==> src/rtl/fp_pkg.sv <==
// Shared types and constants for the floating-point adder pipeline.
// The unpacked-operand struct is sized by the package widths below.
package fp_pkg;

   localparam int FP_EXP_W = 8;
   localparam int FP_MAN_W = 23;
   localparam int FP_W     = 1 + FP_EXP_W + FP_MAN_W;
   localparam int FP_ALN_W = FP_MAN_W + 4;

   typedef struct packed {
      logic                sign;
      logic [FP_EXP_W-1:0] eff_exp;
      logic [FP_MAN_W:0]   man;
      logic                is_nan;
      logic                is_inf;
   } fp_unp_t;

   function automatic logic [FP_W-1:0] canon_qnan();
      return {1'b0, {FP_EXP_W{1'b1}}, 1'b1, {(FP_MAN_W-1){1'b0}}};
   endfunction

endpackage

==> src/rtl/fp_unpack.sv <==
// Splits one IEEE-754-style word into sign, effective exponent, mantissa
// with hidden bit, and NaN/Inf flags. Purely combinational.
module fp_unpack
   import fp_pkg::*;
#(
   parameter int EXP_W = FP_EXP_W,
   parameter int MAN_W = FP_MAN_W
) (
   input  logic [EXP_W+MAN_W:0] word_i,
   input  logic                 neg_i,
   output fp_unp_t              unp_o
);

   logic [EXP_W-1:0] exp_raw;
   logic [MAN_W-1:0] frac;
   logic             exp_zero;
   logic             exp_ones;

   assign exp_raw  = word_i[EXP_W+MAN_W-1:MAN_W];
   assign frac     = word_i[MAN_W-1:0];
   assign exp_zero = (exp_raw == '0);
   assign exp_ones = (exp_raw == {EXP_W{1'b1}});

   // NOTE: every field gets a value on every path, so no latch can be inferred.
   always_comb begin
      unp_o.sign    = word_i[EXP_W+MAN_W] ^ neg_i;
      // Subnormals share the scale of the smallest normal exponent.
      unp_o.eff_exp = exp_zero ? EXP_W'(1) : exp_raw;
      unp_o.man     = {~exp_zero, frac};
      unp_o.is_nan  = exp_ones & (|frac);
      unp_o.is_inf  = exp_ones & ~(|frac);
   end

endmodule

==> src/rtl/fp_align_stage.sv <==
// Front-end of the FP adder: unpack, magnitude ordering, mantissa alignment
// with guard/round/sticky, and NaN/Inf detection behind a valid/ready register.
module fp_align_stage
   import fp_pkg::*;
#(
   parameter int EXP_W = FP_EXP_W,
   parameter int MAN_W = FP_MAN_W,
   localparam int W     = 1 + EXP_W + MAN_W,
   localparam int ALN_W = MAN_W + 4
) (
   input  logic             clk,
   input  logic             rst,
   input  logic             in_valid,
   output logic             in_ready,
   input  logic [W-1:0]     a,
   input  logic [W-1:0]     b,
   input  logic             op,
   output logic             out_valid,
   input  logic             out_ready,
   output logic             big_sign,
   output logic             eff_sub,
   output logic             swapped,
   output logic [EXP_W-1:0] big_exp,
   output logic [EXP_W-1:0] exp_diff,
   output logic [MAN_W:0]   big_man,
   output logic [ALN_W-1:0] small_aln,
   output logic             special,
   output logic [W-1:0]     special_word
);

   typedef struct packed {
      logic             big_sign;
      logic             eff_sub;
      logic             swapped;
      logic [EXP_W-1:0] big_exp;
      logic [EXP_W-1:0] exp_diff;
      logic [MAN_W:0]   big_man;
      logic [ALN_W-1:0] small_aln;
      logic             special;
      logic [W-1:0]     special_word;
   } stage_t;

   fp_unp_t unp_a;
   fp_unp_t unp_b;

   stage_t res_d;
   stage_t res_q;
   logic   out_valid_q;

   logic             a_big;
   logic [EXP_W-1:0] sml_exp;
   logic [MAN_W:0]   sml_man;
   logic [EXP_W-1:0] diff;
   logic [ALN_W-1:0] aln_full;
   logic [ALN_W-1:0] lost_mask;
   logic [ALN_W-1:0] shifted;

   fp_unpack #(.EXP_W(EXP_W), .MAN_W(MAN_W)) u_unpack_a (
      .word_i (a),
      .neg_i  (1'b0),
      .unp_o  (unp_a)
   );

   fp_unpack #(.EXP_W(EXP_W), .MAN_W(MAN_W)) u_unpack_b (
      .word_i (b),
      .neg_i  (op),
      .unp_o  (unp_b)
   );

   always_comb begin
      res_d     = '0;
      shifted   = '0;

      // Full magnitude compare, so equal exponents still order by fraction.
      a_big     = (a[W-2:0] >= b[W-2:0]);
      sml_exp   = a_big ? unp_b.eff_exp : unp_a.eff_exp;
      sml_man   = a_big ? unp_b.man     : unp_a.man;

      res_d.swapped  = ~a_big;
      res_d.big_sign = a_big ? unp_a.sign    : unp_b.sign;
      res_d.big_exp  = a_big ? unp_a.eff_exp : unp_b.eff_exp;
      res_d.big_man  = a_big ? unp_a.man     : unp_b.man;
      res_d.eff_sub  = unp_a.sign ^ unp_b.sign;

      diff           = res_d.big_exp - sml_exp;
      res_d.exp_diff = diff;

      aln_full  = {sml_man, 3'b000};
      lost_mask = ~({ALN_W{1'b1}} << diff);
      if (int'(diff) >= ALN_W) begin
         res_d.small_aln = {{(ALN_W-1){1'b0}}, |sml_man};
      end else begin
         shifted         = aln_full >> diff;
         res_d.small_aln = {shifted[ALN_W-1:1], shifted[0] | (|(aln_full & lost_mask))};
      end

      if (unp_a.is_nan || unp_b.is_nan || (unp_a.is_inf && unp_b.is_inf && res_d.eff_sub)) begin
         res_d.special      = 1'b1;
         res_d.special_word = canon_qnan();
      end else if (unp_a.is_inf) begin
         res_d.special      = 1'b1;
         res_d.special_word = {unp_a.sign, {EXP_W{1'b1}}, {MAN_W{1'b0}}};
      end else if (unp_b.is_inf) begin
         res_d.special      = 1'b1;
         res_d.special_word = {unp_b.sign, {EXP_W{1'b1}}, {MAN_W{1'b0}}};
      end
   end

   assign in_ready = ~out_valid_q | out_ready;

   // NOTE: sequential state uses non-blocking assignments so every register samples pre-edge values.
   always_ff @(posedge clk) begin
      if (rst) begin
         out_valid_q <= 1'b0;
         res_q       <= '0;
      end else if (in_ready) begin
         out_valid_q <= in_valid;
         if (in_valid) begin
            res_q <= res_d;
         end
      end
   end

   assign out_valid    = out_valid_q;
   assign big_sign     = res_q.big_sign;
   assign eff_sub      = res_q.eff_sub;
   assign swapped      = res_q.swapped;
   assign big_exp      = res_q.big_exp;
   assign exp_diff     = res_q.exp_diff;
   assign big_man      = res_q.big_man;
   assign small_aln    = res_q.small_aln;
   assign special      = res_q.special;
   assign special_word = res_q.special_word;

endmodule

==> config.mk <==
export PLATFORM = sky130hd
export DESIGN_NAME = fp_align_stage
export DESIGN_NICKNAME = d
export VERILOG_FILES = /design/src/rtl/fp_pkg.sv /design/src/rtl/fp_unpack.sv /design/src/rtl/fp_align_stage.sv
export SDC_FILE = /design/constraint.sdc
export NUM_CORES = 1
export LEC_CHECK = 0
export ABC_CLOCK_PERIOD_IN_PS = 19200
export BUFFER_PORTS_ARGS = -buffer_cell sky130_fd_sc_hd__buf_2
export CAP_MARGIN = 20
export CORE_AREA = 2 2 155 157
export CTS_BUF_LIST = sky130_fd_sc_hd__clkbuf_8
export DETAILED_ROUTE_END_ITERATION = 8
export DIE_AREA = 0 0 157 159
export GPL_TIMING_DRIVEN = 0
export RECOVER_POWER = 100
export SKIP_LAST_GASP = 1
export SYNTH_ARGS = -nofsm -noshare
export SYNTH_HDL_FRONTEND = slang
export SYNTH_SLANG_ARGS = --single-unit
==> constraint.sdc <==
create_clock -name clk -period 19.2 [get_ports clk]
set_input_delay 3.84 -clock clk [delete_from_list [all_inputs] [get_ports clk]]
set_output_delay 3.84 -clock clk [all_outputs]
set_load 0.01 [all_outputs]
== After elaboration in Yosys (flattened, before gate mapping) ==
Index checks and enable logic that the tools add are counted.

* Reduce and logical (&&, ||, !) cells: 11
* Magnitude comparators: 2
* Mux-type cells: 11
* Bitwise gates (word level): 16
* Shifts and indexed selects: 2
* Add/subtract/negate cells: 1
* Eq/ne operators: 2

{| class="wikitable"
|+ Operators by type and width
! kind !! number
|-
| 33-bit two-way mux || 3
|-
| 24-bit two-way mux || 2
|-
| 23-bit OR reduction || 2
|-
| 8-bit two-way mux || 4
|-
| 31-bit >= comparator || 1
|-
| 27-bit bitwise AND || 1
|-
| 27-bit two-way mux || 1
|-
| 27-bit inverter || 1
|-
| 27-bit OR reduction || 1
|-
| 27-bit by 8-bit << shifter with 27-bit output (first input constant) || 1
|-
| 27-bit by 8-bit >> shifter with 27-bit output || 1
|-
| 24-bit OR reduction || 1
|-
| 8-bit equality test (second input constant) || 2
|-
| 8-bit zero test || 2
|-
| 8-bit by 5-bit >= comparator with 1-bit output (second input constant) || 1
|-
| 8-bit subtractor || 1
|-
| 1-bit inverter || 6
|-
| 1-bit bitwise AND || 4
|-
| 1-bit logical AND || 2
|-
| 1-bit logical OR || 2
|-
| 1-bit bitwise OR || 2
|-
| 2-bit AND reduction || 1
|-
| 1-bit XOR || 2
|-
| 1-bit two-way mux || 1
|}

* Output and inout bits: 105
* Logic and storage cells: 55
* Register bits after elaboration: 104
* Bits of input ports: 69

== Logic depth before layout (Yosys ltp) ==
Gate-level depths: netlist of run 1.

* Word-level depth: 10
* Depth in mapped cells: 26
* Depth with buffers taken out: 21

== Hierarchy ==
A second synthesis of run 1 with hierarchy kept.

* Cells, all modules: 1055
* Area, all modules: 7781.2 um2

{| class="wikitable"
|+ By module, submodules not included
! module !! cells each !! seq. area each (um2) !! area each (um2) !! instances
|-
| fp_align_stage || 959 || 1481.4 || 7113.1 || 1
|-
| fp_unpack || 48 || 0.0 || 334.1 || 2
|}

== Least setup slack after synthesis of run 1 ==
No wires, ideal clock.

* Path type: input to register
* Start point: input port b[29]
* End point: register res_q, in the netlist small_aln[0]
* Library setup time: 0.130 ns
* Stages: 25
* Required time: 19.070 ns
* Path buffers: 5
* Arrival time: 8.858 ns
* Setup slack: 10.212 ns
* Cells stage by stage: inv_1 -> ha_1 -> nand4_1 -> or2_4 -> a211o_1 -> and4_1 -> buf_2 -> nand2_2 -> buf_2 -> buf_2 -> buf_2 -> mux2i_1 -> ha_1 -> fa_1 -> nand2b_1 -> a21o_1 -> a211oi_1 -> o21ai_1 -> buf_4 -> nor2_4 -> o21ai_1 -> a22o_1 -> or4_1 -> nor4_1 -> o211ai_1

* Cells in the longest elaborated chain, start to end: 10
* Elaborated cells on any way between the ends: 17
* Classes of those cells: add/sub (1); order compare (2); shift (2); mux (5); bitwise (4); reduce/logical (3)

{| class="wikitable"
|+ RTL lines
! element !! RTL line !! text
|-
| start, declared || fp_align_stage.sv:16 || <nowiki>input logic [W-1:0] b,</nowiki>
|-
| parallel branches: the longest is 9 deep, another holds 31-bit >= comparator || - ||
|-
| 27-bit two-way mux (*) || fp_align_stage.sv:90 || <nowiki>if (int'(diff) >= ALN_W) begin</nowiki>
|-
| end signal, assigned || fp_align_stage.sv:119 || <nowiki>res_q <= res_d;</nowiki>
|-
| end, declared || fp_align_stage.sv:47 || <nowiki>stage_t res_q;</nowiki>
|}

Mark *: on every way between the ends.
A chain may end at the register's enable or synchronous reset.

== Worst setup path in the final report of run 1 ==
* Start point: input port b[13]
* End point: register res_q, in the netlist small_aln[3]

* Cells in the longest elaborated chain, start to end: 5
* Elaborated cells on any way between the ends: 8
* Classes of those cells: add/sub (1); order compare (2); shift (1); mux (4)

{| class="wikitable"
|+ RTL lines
! element !! RTL line !! text
|-
| 31-bit >= comparator || fp_align_stage.sv:75 || <nowiki>a_big = (a[W-2:0] >= b[W-2:0]);</nowiki>
|-
| 8-bit two-way mux, on equally long branches || fp_align_stage.sv:81, fp_align_stage.sv:76 ||
|-
| 8-bit subtractor || fp_align_stage.sv:85 || <nowiki>diff = res_d.big_exp - sml_exp;</nowiki>
|-
| 27-bit by 8-bit >> shifter with 27-bit output or 8-bit by 5-bit >= comparator with 1-bit output (tied branches) || fp_align_stage.sv:93, fp_align_stage.sv:90 ||
|-
| 27-bit two-way mux (*) || fp_align_stage.sv:90 ||
|}

Mark *: on every way between the ends. The rest lies on a longest branch, timed or not.

==> results by group, run 1 <==
Run status
  – Outcome: finished, violations left
  – Failing checks: max-capacitance violations, max-slew violations

STA
  – Slew HR: -1.19
  – Setup ws final: around 5.5 ns
  – Final max-slew violation count: 10
  – Setup violations, final: 0
  – Final period utilization: 0.713
  – Post-route minimum period: around 14 ns
  – Tightest Pin Transition: ~3.2 ns
  – Fmax: approximately 0.073 GHz
  – Setup TNS Final: 0 ns
  – RSZ-0062 raised after global routing: false
  – Hold Vio Cnt, Final: 0
  – Setup Skew: 0.0129 ns

Route
  – DR vias: ~8200
  – Post-DRT Antenna Nets: 0
  – DRC errors left: 0
  – Initial DRT Pass Iterations: 5
  – WL met1: ~13000 um
  – 1st-iter DRT viols: between 900 and 1000
  – Metal3 WL: approximately 3100 um
  – Drt wl/cell: 20.9 um
  – Top layer used by detailed routing: met4
  – Vias/cell: around 5.7
  – Met2 routed WL: around 13000 um
  – WL final: 30200 um

Place
  – Pre-CTS worst setup slack: between 8 and 9 ns
  – HPWL Detailed: around 24000 um
  – Input/output buffers: 150
  – GP Congestion: 1.00

Synthesis
  – Synth warnings: 0
  – Post-synth EDFFs: 0
  – Sequential share of the synthesized area: 0.214
  – Yosys cell types: 75
  – Synth async-reset ratio: 0
  – Syn Area/Cell: 7.36 um^2
  – Mapped Cells: 940
  – Synth Register Bits: 74
  – Synth Cell Area: between 6000 and 7000 um^2
  – Post-synth top flop: dfxtp_1

Worst hold path
  – Worst Hold Class: reg -> reg

Clocking
  – Clock root buffer: clkbuf_8
  – CTS tree: done
  – TritonCTS buffer count: 9
  – Post-CTS Hold Buffers: 0
  – Clk sinks: 74
  – Post-CTS Setup Inserts: 0
  – Clock buffer depth: 2
  – Clock Latency Late Sink: ~0.39 ns
  – CTS H-Tree Depth: 3
  – Worst-path clk slew: about 0.080 ns
  – Post-CTS Resized: 0

Worst setup path
  – Most used cell along the critical path: clkbuf_1
  – Critical path launch point type: primary input
  – Slowest CP cell: a2111oi_0
  – Critical path endpoint category: flop
  – Critical path class: in -> reg
  – Critical path's largest stage delay: 2.57 ns
  – Req. time, crit path: roughly 20 ns
  – CP arrival: approximately 14 ns
  – Max FO, Critical Path: 10
  – Critical path buffers and inverters: 7
  – Top delay family on crit path: compound AO/OA/AOI/OAI gates

GRT
  – Global router's overall resource usage: 0.240
  – Initial antenna violation count: 0
  – Vias in the first global route: between 7000 and 8000
  – First-pass GRT wire length: roughly 46000 um
  – Grt ovf: 0
  – Largest net degree at the start of global routing: 14

Cells and area
  – Share of cells above drive strength 1: 0.139
  – Fillers: roughly 2600
  – Commonest non-fill, non-tap cell in the layout: nand2_1
  – Layout area overhead: 17.8%
  – Final nets: 1230
  – Most frequent cells in the layout: nand2_1 (134), clkbuf_1 (130), nor2_1 (112)
  – Antenna cell count: 0

Floorplanning
  – Die W: 157 um
  – # IOs: 174
  – Initial Util: 0.298
  – Core Area: 23200 um^2
  – # rows: 56
  – Die height: ~160 um
  – Die area: roughly 25000 um^2

Power and ir drop
  – Peak supply drop: 0.0354 mV
  – Leakage: about 3.2 nW
  – Pwr Density: between 80 and 90 nW/um^2

Run
  – Max_cap viols: 1
==> tightest hold or removal path, delay by kind of cell, from the launching register on <==
| family | cells | cell delay (ns) |
|---|---|---|
| compound gates | 1 | 0.05 |
| flops | 1 | 0.33 |
| simple gates | 1 | 0.04 |
==> metal layers <==
layer,vias up,GRT usage
li1,3793,-
met1,3811,0.338
met2,489,0.362
met3,72,0.0446
met4,0,0.0880
met5,-,0
==> power by group <==
part | total [mW] | switching, mW | internal [mW]
clock network | 0.117 | 0.0703 | 0.0466
logic | 0.427 | 0.292 | 0.135
registers | 0.171 | 0.00651 | 0.164
total | 0.715 | 0.369 | 0.346
==> cell usage after synthesis (all sizes together), types with 7 or more instances <==
cell type    n  area (um^2)
nand2      134          505
nor2       113          439
dfxtp       74         1480
a21oi       72          360
o21ai       65          325
buf         54          342
clkbuf      38          143
ha          38          475
inv         38          143
mux2i       29          290
a311oi      26          234
nand3       24          120
nor3        24          130
nor4        19          119
mux4        18          405
nand4       16          113
a211oi      15          113
a22oi       13         97.6
o22ai        9         56.3
a221oi       8         76.3
nand2b       7         51.3
o221ai       7         61.3
==> sequential cells by signal, indices dropped and copies added, names as in the netlist <==
name	count
big_exp	8
special_word	3
eff_sub	1
big_man	24
big_sign	1
swapped	1
small_aln	27
exp_diff	8
out_valid	1
==> per-stage QoR <==
stage / hold WS [ns] / std cells / utilization / cell area, um^2 / total power [mW]
finish: 0.456 / 1445 / 0.351 / 8150 / 0.715
global route: 0.485 / 1445 / 0.351 / 8150 / 0.756
CTS: 0.457 / 1445 / 0.358 / 8310 / 0.710
detailed placement: 0.439 / 1430 / 0.351 / 8150 / 0.593
global placement: 0.430 / 1430 / 0.351 / 8150 / 0.594
floorplan: 0.476 / 961 / - / 7000 / 0.455
==> cell families (layout without fill, tap and decap cells) <==
logic type | after synthesis | after routing | share of synthesized area
compound gates | 269 | 269 | 0.260
xor+xnor | 9 | 9 | 0.0114
fa+ha+maj | 39 | 39 | 0.0716
buf+inv | 131 | 296 | 0.0912
flops | 74 | 74 | 0.214
mux | 52 | 52 | 0.109
other cells | 1 | 22 | 0.000542
simple gates | 365 | 365 | 0.243
==> area by class of cell <==
cell class,instances,area [um^2],area share
Buffer,92,465,0.0571
Sequential cell,74,1480,0.182
Inverter,39,146,0.0180
Multi-Input combinational cell,756,4840,0.593
Tap cell,319,399,0.0490
Clock inverter,6,43.8,0.00537
Clock buffer,9,124,0.0152
Timing Repair Buffer,150,654,0.0803
==> worst paths after layout <==
kind / from / end / slack [ns] / cells past startpoint
min reg2reg: small_aln[12]$_SDFFE_PP0P_ / small_aln[12]$_SDFFE_PP0P_ / 0.46 / 2
max reg2reg: out_valid$_SDFFE_PP0N_ / small_aln[3]$_SDFFE_PP0P_ / 15.95 / 10
max: b[13] / small_aln[3]$_SDFFE_PP0P_ / 5.52 / 26
min: small_aln[12]$_SDFFE_PP0P_ / small_aln[12]$_SDFFE_PP0P_ / 0.46 / 2
No activity file was read; power rests on OpenSTA's default activity.
==> run 2, diff against run 1 <==
--- a/config.mk
+++ b/config.mk
@@ -5,7 +5,7 @@
 export SDC_FILE = /design/constraint.sdc
 export NUM_CORES = 1
 export LEC_CHECK = 0
-export ABC_CLOCK_PERIOD_IN_PS = 19200
+export ABC_CLOCK_PERIOD_IN_PS = 13170
 export BUFFER_PORTS_ARGS = -buffer_cell sky130_fd_sc_hd__buf_2
 export CAP_MARGIN = 20
 export CORE_AREA = 2 2 155 157
==> constraint.sdc (replaced) <==
create_clock -name clk -period 13.17 [get_ports clk]
set_input_delay 2.634 -clock clk [delete_from_list [all_inputs] [get_ports clk]]
set_output_delay 2.634 -clock clk [all_outputs]
set_load 0.01 [all_outputs]
==> run 2 against run 1 <==
Net effect: the flow now finishes without violations; flip-flop and latch count did not move; register-to-register slack got worse by 5.7 ns; count of clock-buffer cells in the layout did not move; core utilization up 0.10 points; sequential power grew 46%; clock power rose by 47%; critical endpoint is now small_aln[0]$_SDFFE_PP0P_; largest power group unchanged.
==> results by group, run 2 (synthesized netlist as in run 1, its figures left out) <==
Worst setup path
  – Slowest CP cell: nor2_1
  – Reg2Reg Setup Slack: 10.29 ns (-5.66 ns)
  – Path depth of the worst reg2reg path: 9 (-1)
  – Critical path launch point type: primary input
  – Max FO, Critical Path: 10 (unchanged)
  – Reg2reg end: small_aln[5]$_SDFFE_PP0P_
  – Critical path endpoint category: flop
  – Critical path's largest stage delay: 0.91 ns (-1.66 ns)
  – Most used cell along the critical path: clkbuf_1
  – Critical path class: in -> reg
  – Worst flop-to-flop path startpoint: out_valid$_SDFFE_PP0N_
  – Req. time, crit path: 13.43 ns (-6.08 ns)
  – CP arrival: 11.42 ns (-2.57 ns)

STA
  – Setup violations, final: 0 (unchanged)
  – Tightest Pin Transition: 1.01 ns (-2.20 ns)
  – Setup TNS Final: 0 ns (unchanged)
  – WHS: 0.456 ns (+0.000131 ns)
  – Final max-slew violation count: 0 (-10)
  – Final period utilization: 0.847
  – Slew HR: 0.324 (+1.51)
  – RSZ-0062 raised after global routing: false
  – Fmax: 0.0896 GHz
  – Post-route minimum period: 11.16 ns
  – Hold Vio Cnt, Final: 0 (unchanged)
  – Setup Skew: 0.0126 ns (-0.000290 ns)

Floorplanning
  – Core Area: 23200 um^2 (unchanged)
  – Die area: 25000 um^2 (unchanged)
  – Die W: 157 um (unchanged)
  – Die height: 159 um (unchanged)
  – Initial Util: 0.298 (unchanged)
  – # IOs: 174 (unchanged)
  – # rows: 56 (unchanged)

Cells and area
  – Register area: 1480 um^2 (unchanged)
  – Share of cells above drive strength 1: 0.139 (+0.000888)
  – Footprint of the multi-input gates: 4850 um^2 (+0.36%)
  – Final nets: 1230 (unchanged)
  – Commonest non-fill, non-tap cell in the layout: nand2_1
  – Fillers: 2583 (-0.15%)
  – Final Core Density: 0.353 (+0.00102)
  – Layout area overhead: 18.2%
  – Antenna cell count: 0 (unchanged)
  – Most frequent cells in the layout: nand2_1 (134), clkbuf_1 (130), nor2_1 (112)
  – Max reg flops: 27 (unchanged)

Route
  – DRC errors left: 0 (unchanged)
  – WL final: 30200 um (about the same)
  – Drt wl/cell: 20.9 um (about the same)
  – Post-DRT Antenna Nets: 0 (unchanged)
  – Initial DRT Pass Iterations: 6 (+1)
  – Vias/cell: 5.70 (+0.89%)
  – 1st-iter DRT viols: 1033 (+8.4%)
  – DR vias: 8238 (+0.89%)

Clocking
  – Clk sinks: 74 (unchanged)
  – Worst-path clk slew: 0.09 ns (about the same)
  – Clock Latency Late Sink: 0.40 ns (about the same)
  – Clock buffer depth: 2 (unchanged)
  – Post-CTS Setup Inserts: 0 (unchanged)
  – TritonCTS buffer count: 9 (unchanged)
  – CTS tree: done
  – Post-CTS Resized: 0 (unchanged)
  – Clock root buffer: clkbuf_8
  – Post-CTS Hold Buffers: 0 (unchanged)
  – CTS H-Tree Depth: 3 (unchanged)

Worst hold path
  – Hold Startpoint: small_aln[12]$_SDFFE_PP0P_
  – Hold path depth: 2 (unchanged)
  – Worst Hold Class: reg -> reg
  – Hold Path End: small_aln[12]$_SDFFE_PP0P_

Power and ir drop
  – Pwr Density: 128 nW/um^2 (+46%)
  – Leakage: 3.23 nW (about the same)
  – Peak supply drop: 0.0529 mV (+49%)

GRT
  – Vias in the first global route: 7631 (unchanged)
  – Largest net degree at the start of global routing: 14 (unchanged)
  – Initial antenna violation count: 0 (unchanged)
  – First-pass GRT wire length: 46100 um (unchanged)
  – Grt ovf: 0 (unchanged)
  – Global router's overall resource usage: 0.240 (unchanged)

Run
  – Max_cap viols: 0 (-1)

Run status
  – Outcome: complete, no violations

Place
  – HPWL Detailed: 23900 um (unchanged)
  – GP Congestion: 1.00 (unchanged)
  – Input/output buffers: 150 (unchanged)
==> run 2: cell types whose count changed in the layout (fill, tap and decap cells not counted) <==
cell and delta:
nand4_2 -1, nor3_2 +1, a2111oi_0 -1, buf_2 -1
buf_6 +1, nor3_1 -1, a2111oi_4 +1, nand4_1 +1
==> run 2: worst max-delay path by stage <==
stage	start	slack, ns	to	cells after the start
3_5_place_dp	b[8]	3.30	small_aln[0]$_SDFFE_PP0P_	25
3_3_place_gp	b[8]	3.22	small_aln[0]$_SDFFE_PP0P_	25
6_report	b[13]	2.01	small_aln[0]$_SDFFE_PP0P_	27
4_1_cts	b[8]	3.68	small_aln[0]$_SDFFE_PP0P_	25
5_1_grt	b[13]	1.67	small_aln[0]$_SDFFE_PP0P_	27
2_1_floorplan	b[29]	5.39	small_aln[0]$_SDFFE_PP0P_	25
==> run 2: worst max-delay path: cells and delay by family <==
family / cells / cell delay (ns)
AO/OA/AOI/OAI: 9 / 2.15
adder cells (fa/ha/maj): 2 / 0.65
buffers and inverters: 8 / 3.05
AND/OR/NAND/NOR: 8 / 2.90
==> run 2: layer usage <==
layer	track usage	up-vias	wire [um]
met5	0	-	0
met4	0.0880	0	933
met3	0.0446	79	3030
met2	0.362	501	13000
met1	0.338	3858	13200
li1	-	3800	-
==> run 2: cell type report <==
class / count / share of cell area
clock inverters: 6 / 0.00536
clock buffers: 9 / 0.0152
well taps: 319 / 0.0488
plain buffers: 92 / 0.0577
inverters: 39 / 0.0179
repair buffers: 150 / 0.0800
multi-input cells: 756 / 0.594
flip-flops and latches: 74 / 0.181
==> run 2: power breakdown <==
part | leakage, nW | internal [mW] | switching, mW
combinational | 2.54 | 0.198 | 0.427
clock | 0.0854 | 0.0680 | 0.104
sequential | 0.607 | 0.240 | 0.00945
total | 3.23 | 0.505 | 0.540
==> run 2: per-stage QoR <==
step                      setup WS (ns)  total power, mW  std cells  instance area (um^2)
final                              2.01             1.05       1445                  8180
after global routing               1.67             1.10       1445                  8180
after CTS                          3.68             1.03       1445                  8310
after detailed placement           3.30            0.865       1430                  8150
after global placement             3.22            0.865       1430                  8150
after floorplan                    5.39            0.663        961                  7000
